[config.mk]
export PLATFORM = sky130hd
export DESIGN_NAME = weapon_hit_detector
export DESIGN_NICKNAME = d
export VERILOG_FILES = /design/src/rtl/weapon_hit_detector_pkg.sv /design/src/rtl/weapon_hit_detector_aabb.sv /design/src/rtl/weapon_hit_detector.sv
export SDC_FILE = /design/constraint.sdc
export NUM_CORES = 1
export LEC_CHECK = 0
export CORE_ASPECT_RATIO = 1.2
export CORE_MARGIN = 2
export CORE_UTILIZATION = 40
export DETAILED_ROUTE_END_ITERATION = 16
export GPL_TIMING_DRIVEN = 0
export PLACE_DENSITY = 0.67
export SLEW_MARGIN = 20
export SYNTH_ARGS = -nofsm -noshare
export SYNTH_HDL_FRONTEND = slang
export SYNTH_SLANG_ARGS = --single-unit
[constraint.sdc]
create_clock -name clk -period 2.3 [get_ports clk]
set_input_delay 0.345 -clock clk [delete_from_list [all_inputs] [get_ports clk]]
set_output_delay 0.345 -clock clk [all_outputs]
set_load 0.01 [all_outputs]
[src/rtl/weapon_hit_detector_pkg.sv]
// Shared codes for the weapon hit detector: weapon image codes, game stages,
// knockback directions and hit FSM states.
package weapon_hit_detector_pkg;

   typedef enum logic [3:0] {
      WOODEN_FRONT = 4'h0, WOODEN_BACK = 4'h1, WOODEN_LEFT = 4'h2, WOODEN_RIGHT = 4'h3,
      BASYS_FRONT  = 4'h4, BASYS_BACK  = 4'h5, BASYS_LEFT  = 4'h6, BASYS_RIGHT  = 4'h7,
      CAR_FRONT    = 4'h8, CAR_BACK    = 4'h9, CAR_LEFT    = 4'hA, CAR_RIGHT    = 4'hB,
      WPN_EMPTY    = 4'hF
   } wpn_e;

   localparam logic [3:0] STAGE_INIT     = 4'h0;
   localparam logic [3:0] STAGE_GAMEOVER = 4'hE;
   localparam logic [3:0] STAGE_WIN      = 4'hF;

   typedef enum logic [1:0] {
      DIR_FRONT = 2'd0, DIR_BACK = 2'd1, DIR_LEFT = 2'd2, DIR_RIGHT = 2'd3
   } dir_e;

   typedef enum logic [1:0] {
      S_IDLE = 2'd0, S_COOL = 2'd1, S_DEAD = 2'd2
   } state_e;

   // Codes C-E are unused images and behave like EMPTY.
   function automatic logic wpn_valid(input logic [3:0] code);
      return code <= CAR_RIGHT;
   endfunction

   function automatic logic stage_active(input logic [3:0] stage);
      return (stage != STAGE_INIT) && (stage != STAGE_GAMEOVER) && (stage != STAGE_WIN);
   endfunction

endpackage

[src/rtl/weapon_hit_detector_aabb.sv]
// Axis-aligned box overlap between box A (edge W_A) and box B (edge W_B),
// compared in 11 bits so that box far edges never wrap.
module aabb_overlap #(
   parameter int W_A = 16,
   parameter int W_B = 32
) (
   input  logic [9:0] a_h,
   input  logic [9:0] a_v,
   input  logic [9:0] b_h,
   input  logic [9:0] b_v,
   output logic       ov
);
   localparam logic [10:0] SA = 11'(W_A);
   localparam logic [10:0] SB = 11'(W_B);

   logic ov_h, ov_v;

   // Strict compares: boxes that only share an edge do not overlap.
   assign ov_h = ({1'b0, a_h} < ({1'b0, b_h} + SB)) && ({1'b0, b_h} < ({1'b0, a_h} + SA));
   assign ov_v = ({1'b0, a_v} < ({1'b0, b_v} + SB)) && ({1'b0, b_v} < ({1'b0, a_v} + SA));
   assign ov   = ov_h && ov_v;

endmodule

[src/rtl/weapon_hit_detector.sv]
// Per-enemy weapon hit detector: one hit per swing, damage by weapon class,
// invulnerability cooldown, death and knockback reporting.
module weapon_hit_detector
   import weapon_hit_detector_pkg::*;
#(
   parameter int HP_INIT    = 8,
   parameter int DMG_WOODEN = 1,
   parameter int DMG_BASYS  = 2,
   parameter int DMG_CAR    = 4,
   parameter int INVULN_CYC = 50_000_000,
   parameter int WPN_SIZE   = 16,
   parameter int EN_SIZE    = 32
) (
   input  logic       clk,
   input  logic       rst,
   input  logic [3:0] stage,
   input  logic [3:0] wpn_state,
   input  logic [9:0] wpn_pos_h,
   input  logic [9:0] wpn_pos_v,
   input  logic [9:0] en_pos_h,
   input  logic [9:0] en_pos_v,
   input  logic       en_spawn,
   output logic       hit,
   output logic       knock_valid,
   output logic [1:0] knock_dir,
   output logic [3:0] hp,
   output logic       dead,
   output logic       invuln
);
   localparam int          CW       = $clog2(INVULN_CYC + 1);
   localparam logic [CW-1:0] CNT_LOAD = CW'(INVULN_CYC - 1);
   localparam logic [3:0]  HP_RST   = 4'(HP_INIT);

   state_e        state, state_nx;
   logic [CW-1:0] cnt, cnt_nx;
   logic [3:0]    hp_nx, dmg;
   logic [1:0]    dir_nx;
   logic          hit_nx, ov, wv, active;

   aabb_overlap #(.W_A(WPN_SIZE), .W_B(EN_SIZE)) u_ov (
      .a_h (wpn_pos_h),
      .a_v (wpn_pos_v),
      .b_h (en_pos_h),
      .b_v (en_pos_v),
      .ov  (ov)
   );

   assign wv     = wpn_valid(wpn_state);
   assign active = stage_active(stage);

   always_comb begin
      case (wpn_state[3:2])
         2'd0:    dmg = 4'(DMG_WOODEN);
         2'd1:    dmg = 4'(DMG_BASYS);
         default: dmg = 4'(DMG_CAR);
      endcase
   end

   always_ff @(posedge clk) begin
      if (rst) begin
         state     <= S_IDLE;
         cnt       <= '0;
         hp        <= HP_RST;
         hit       <= 1'b0;
         knock_dir <= 2'd0;
      end else begin
         state     <= state_nx;
         cnt       <= cnt_nx;
         hp        <= hp_nx;
         hit       <= hit_nx;
         knock_dir <= dir_nx;
      end
   end

   // Spawn and stage 0 outrank everything; game over / win freeze all state.
   always_comb begin
      state_nx = state;
      cnt_nx   = cnt;
      hp_nx    = hp;
      dir_nx   = knock_dir;
      hit_nx   = 1'b0;
      if (en_spawn || stage == STAGE_INIT) begin
         state_nx = S_IDLE;
         cnt_nx   = '0;
         hp_nx    = HP_RST;
      end else if (active) begin
         if (cnt != '0) cnt_nx = cnt - 1'b1;
         case (state)
            S_IDLE: begin
               if (wv && ov) begin
                  hit_nx   = 1'b1;
                  dir_nx   = wpn_state[1:0];
                  hp_nx    = (hp > dmg) ? hp - dmg : 4'd0;
                  cnt_nx   = CNT_LOAD;
                  state_nx = (hp > dmg) ? S_COOL : S_DEAD;
               end
            end
            // Re-arm needs the swing to end too, so a long swing hits once.
            S_COOL: if (cnt == '0 && !wv) state_nx = S_IDLE;
            default: ;
         endcase
      end
   end

   assign knock_valid = hit;
   assign dead        = (hp == 4'd0);
   assign invuln      = (cnt != '0) && (state != S_DEAD);

endmodule
==> results, run 1 <==
- Global routing finished with a remaining overflow of 0.
- In this run the worst path has a maximum fanout of 7.
- The number of buffers and inverters on the critical path is 3.
- The initial cell density of the core is 40.9%.
- The via density per instance is 5.40.
- The checks that failed: negative setup slack.
- The post-synthesis to final-layout area growth is 47.1%.
- The initial DRC count is 75.
- The async set-or-reset flop fraction in the synthesized netlist is 0%.
- The count of synthesis-stage warnings from yosys is 0.
- In this run the tightest slew margin relative to its limit is 39.5%.
- The worst setup slack after placement is -1.04 ns.
- The clock-pin slew on the worst setup and hold paths is 0.07 ns.
- The critical path capture point type is a flop.
- The number of antenna diodes in the final layout is 0.
- The area fraction in compound gates after synthesis is 13.9%.
- Multiplexer cells account for 1.02% of the synthesized area.
- The final core utilization is 60.2%.
- The number of distinct standard cells referenced by the synthesized netlist is 50.
- The setup path with the least slack is of type in -> reg.
- Once detail routing completed, the nets flagged for antenna violations numbered 0.
- 61 I/O pins were placed.
- Entering global routing, the biggest net connects 12 pins.
- The adder-cell share of the synthesized area is 19.4%.
- Dividing the detail-routed wire length by the instance count gives 14.5 microns.
- For this design, the sink count on the clock tree is 35.
- The initial antenna violation count came to 0.
- The clock passes through at most 2 buffers.
- The die area is 0.00806 sq mm.
- The xor and xnor fraction of the mapped netlist area is 10.4%.
- The combinational family with the most area after synthesis is simple AND/OR/NAND/NOR gates.
- At the later pin of the worst-skew pair, clock insertion delay measures 0.30 ns.
- The cell total after placement is 511.
- The overall routing resource usage is 19.9%.
- The summed instance area of the synthesized netlist is 0.00294 sq mm.
- The first global-routing pass estimated 12.7 mm of wire.
- From left edge to right edge, the die measures 82.3 microns.
- In the routed design, unresolved DRC markers number 0.
- Excluding fillers, the count of instances in the completed layout stands at 540.
- After Yosys synthesis, and, or, nand and nor cells account for 27.1% of the synthesized area.
- The H-tree was split into 2 levels.
- Setup repair after global routing could not meet its margin everywhere.
- The sequential element share of the synthesized area is 23.8%.
- Of all cell types, the one taking the most synthesized area is sky130_fd_sc_hd__dfxtp_1.
- The placeable core region is 0.00719 sq mm.
- The fraction of layout cells with a size suffix above 1 is 29.3%.
- By instance count, the leading cell after synthesis is sky130_fd_sc_hd__ha_1.
- The cts-stage hold buffer count is 0.
- The clock period minus final worst setup slack is 2.36 ns.
- The number of global-route vias before repair was 2,894.
- The master of the slowest instance on the critical path is sky130_fd_sc_hd__a2111oi_4.
- The placed instances occupy a cell area of 0.00371 sq mm.
- The number of gates on the worst path with buffers counted is 13.
- Once routing completed, OpenROAD measured the worst setup slack at -0.0589 ns.
- The critical path's top delay family is simple AND/OR/NAND/NOR gates.
- At the pin with the least slew margin, the transition time is 0.901 ns.
- For this design the static power due to leakage is 1.78 nW.
- The peak supply drop is 1.17 mV.
- CTS placed an instance of sky130_fd_sc_hd__clkbuf_8 at the clock tree root.
- In this run the worst hold path is classified as reg -> reg.
- Ranked by total cell area, the synthesized netlist is headed by sky130_fd_sc_hd__dfxtp_1 24%, sky130_fd_sc_hd__ha_1 19%, sky130_fd_sc_hd__a21oi_1 6.5%, sky130_fd_sc_hd__xnor2_1 6.0%, sky130_fd_sc_hd__nand3_1 4.6%.
- The kind of launch point of the worst setup path is an input port.
- STA puts the critical path data required time at 2.53 ns.
- The count of TritonRoute iterations in the first routing pass is 4.
- The total half-perimeter wirelength after legalization and detailed placement is 5.51 mm.
- Port buffering added 60 buffers.
- Dividing the synthesized area by the synthesized cell count gives 8.15 sq um.
- The signal on the critical path passes through buf_4, and3_4, nand3_2, xor2_1, ha_1, nor2b_1, o21ai_1, nand3_1, a2111oi_4, nand3_4, buf_6, clkbuf_8, a21oi_1.
- The path depth of the worst reg2reg path is 9.
- Across the routed clock network, the largest skew measured is 0.00734 ns.
- Data arrives at the worst endpoint at 2.59 ns.
- The post-detailed-routing wire length is 7.81 mm.
- Across all hold checks on the routed design, the worst slack comes to 0.484 ns.
- Row generation in the floorplan step produced 34 rows.
- Once layout is done, the placed cells without fillers occupy 0.00433 sq mm.
- The worst hold path passes through 2 cells.
- The number of buffers added by the clock tree synthesis step is 5.
- The synthesized design contains 0 enable-type register cells.
- The total negative slack for setup checks is -0.368 ns.
- The prevailing post-synth register cell is sky130_fd_sc_hd__dfxtp_1.
- The number of storage elements in the synthesis netlist is 35.
- The portion of synthesized cell area occupied by the leading cell type is 23.8%.
- The flow ran to the end, but the final reports show violations.
- In the finished design, the share of the clock period the worst path needs comes to 103%.
- The largest single stage delay on the critical path is 0.39 ns.
- The final count of hold timing violations came to 0.
- The number of slew-limit violations in the final report is 0.
- The height of the chip is 97.9 microns.
- The number of max-cap violations is 0.
- Routability-driven placement finished with a final weighted congestion of 0.827.
- TritonCTS built the clock tree.
- For this run, the top clock speed supported by timing is 424 MHz.
- Power comes to 5.70 mW.
- After the last flow step, the layout net total stands at 545.
- The post-synth net total is 457.
- The commonest cells after synthesis are 44 x sky130_fd_sc_hd__ha_1, 38 x sky130_fd_sc_hd__a21oi_1, 35 x sky130_fd_sc_hd__dfxtp_1.
- Synthesis handed over a netlist of 361 instances.
- The number of vias in the routed layout is 2,916.
- Dividing total power by cell area gives a power density of 1320 mW/mm^2.
- The number of setup violations in the final report is 11.
-- repair_timing --
| item | 4_1_cts | 5_1_grt |
|---|---|---|
| hold endpoints to repair | 0 | 0 |
| cloned | 2 | 0 |
| resized for setup | 160 | 33 |
| pin swaps | 39 | 14 |
| endpoints found under the setup margin | 36 | 35 |
| buffers inserted | 15 | 6 |
-- per-layer routing --
metal	track usage, %	vias to the layer above	share of wire, %
li1	-	1468	-
met4	8.97	0	1.9
met5	0	-	0
met2	34.5	70	50
met3	2.96	11	5.0
met1	23.4	1367	43
-- where the power goes --
group          internal (mW)  switching, mW  total [mW]  leakage (nW)
Combinational           1.97           2.17        4.14          1.45
Sequential             0.836          0.277        1.11         0.285
Clock                  0.211          0.233       0.445        0.0412
-- path summary, 6_finish.rpt --
check / slack [ns] / end / start
setup / recovery: -0.06 / cnt[6] / wpn_pos_h[7]
hold / removal: 0.48 / knock_dir[0] / knock_dir[0]
setup reg to reg: 0.04 / cnt[17] / cnt[0]
hold reg to reg: 0.48 / knock_dir[0] / knock_dir[0]
-- state kept, by name, indices dropped and copies added, names as in the netlist --
signal	count
hp	4
hit	1
cnt	26
state	2
knock_dir	2
-- worst min-delay path: stages, from the launching register on --
cell,delay (ns)
sky130_fd_sc_hd__dfxtp_1,0.31
sky130_fd_sc_hd__nand2b_1,0.06
sky130_fd_sc_hd__mux2i_1,0.06
-- final cells by class --
cell class	instances	area [sq um]
Fill cell	644	2860
Multi-Input combinational cell	293	2520
Timing Repair Buffer	81	732
Sequential cell	35	703
Tap cell	90	113
Inverter	26	97.6
Clock buffer	6	72.6
Buffer	7	72.6
Clock inverter	2	12.5
-- cells in the final DEF, fill, tap and decap left out, drive strengths merged, types with 11 or more instances in the layout --
| cell | synthesis | layout |
|---|---|---|
| a21oi | 38 | 38 |
| buf | 3 | 37 |
| clkbuf | 4 | 11 |
| clkdlybuf4s50 | 0 | 25 |
| dfxtp | 35 | 35 |
| dlygate4sd2 | 0 | 18 |
| ha | 44 | 44 |
| inv | 26 | 26 |
| nand2 | 25 | 25 |
| nand3 | 28 | 28 |
| nor2 | 21 | 21 |
| nor3 | 20 | 20 |
| xnor2 | 20 | 20 |
| xor2 | 15 | 15 |
-- kinds of logic after synthesis --
kind of cell	count (synthesis)
buffers and inverters	33
adder cells (fa/ha/maj)	45
AND/OR/NAND/NOR	144
multiplexers	3
flip-flops	35
AO/OA/AOI/OAI	66
XOR/XNOR	35
Note: power is estimated with default switching activity, not from simulation.
==> inputs of run 2 (changes only) <==
--- a/config.mk
+++ b/config.mk
@@ -5,6 +5,7 @@
 export SDC_FILE = /design/constraint.sdc
 export NUM_CORES = 1
 export LEC_CHECK = 0
+export ABC_CLOCK_PERIOD_IN_PS = 2300
 export CORE_ASPECT_RATIO = 1.2
 export CORE_MARGIN = 2
 export CORE_UTILIZATION = 40
==> results of run 2 <==
No change in the layout: final DEF, timing and power equal those of run 1.
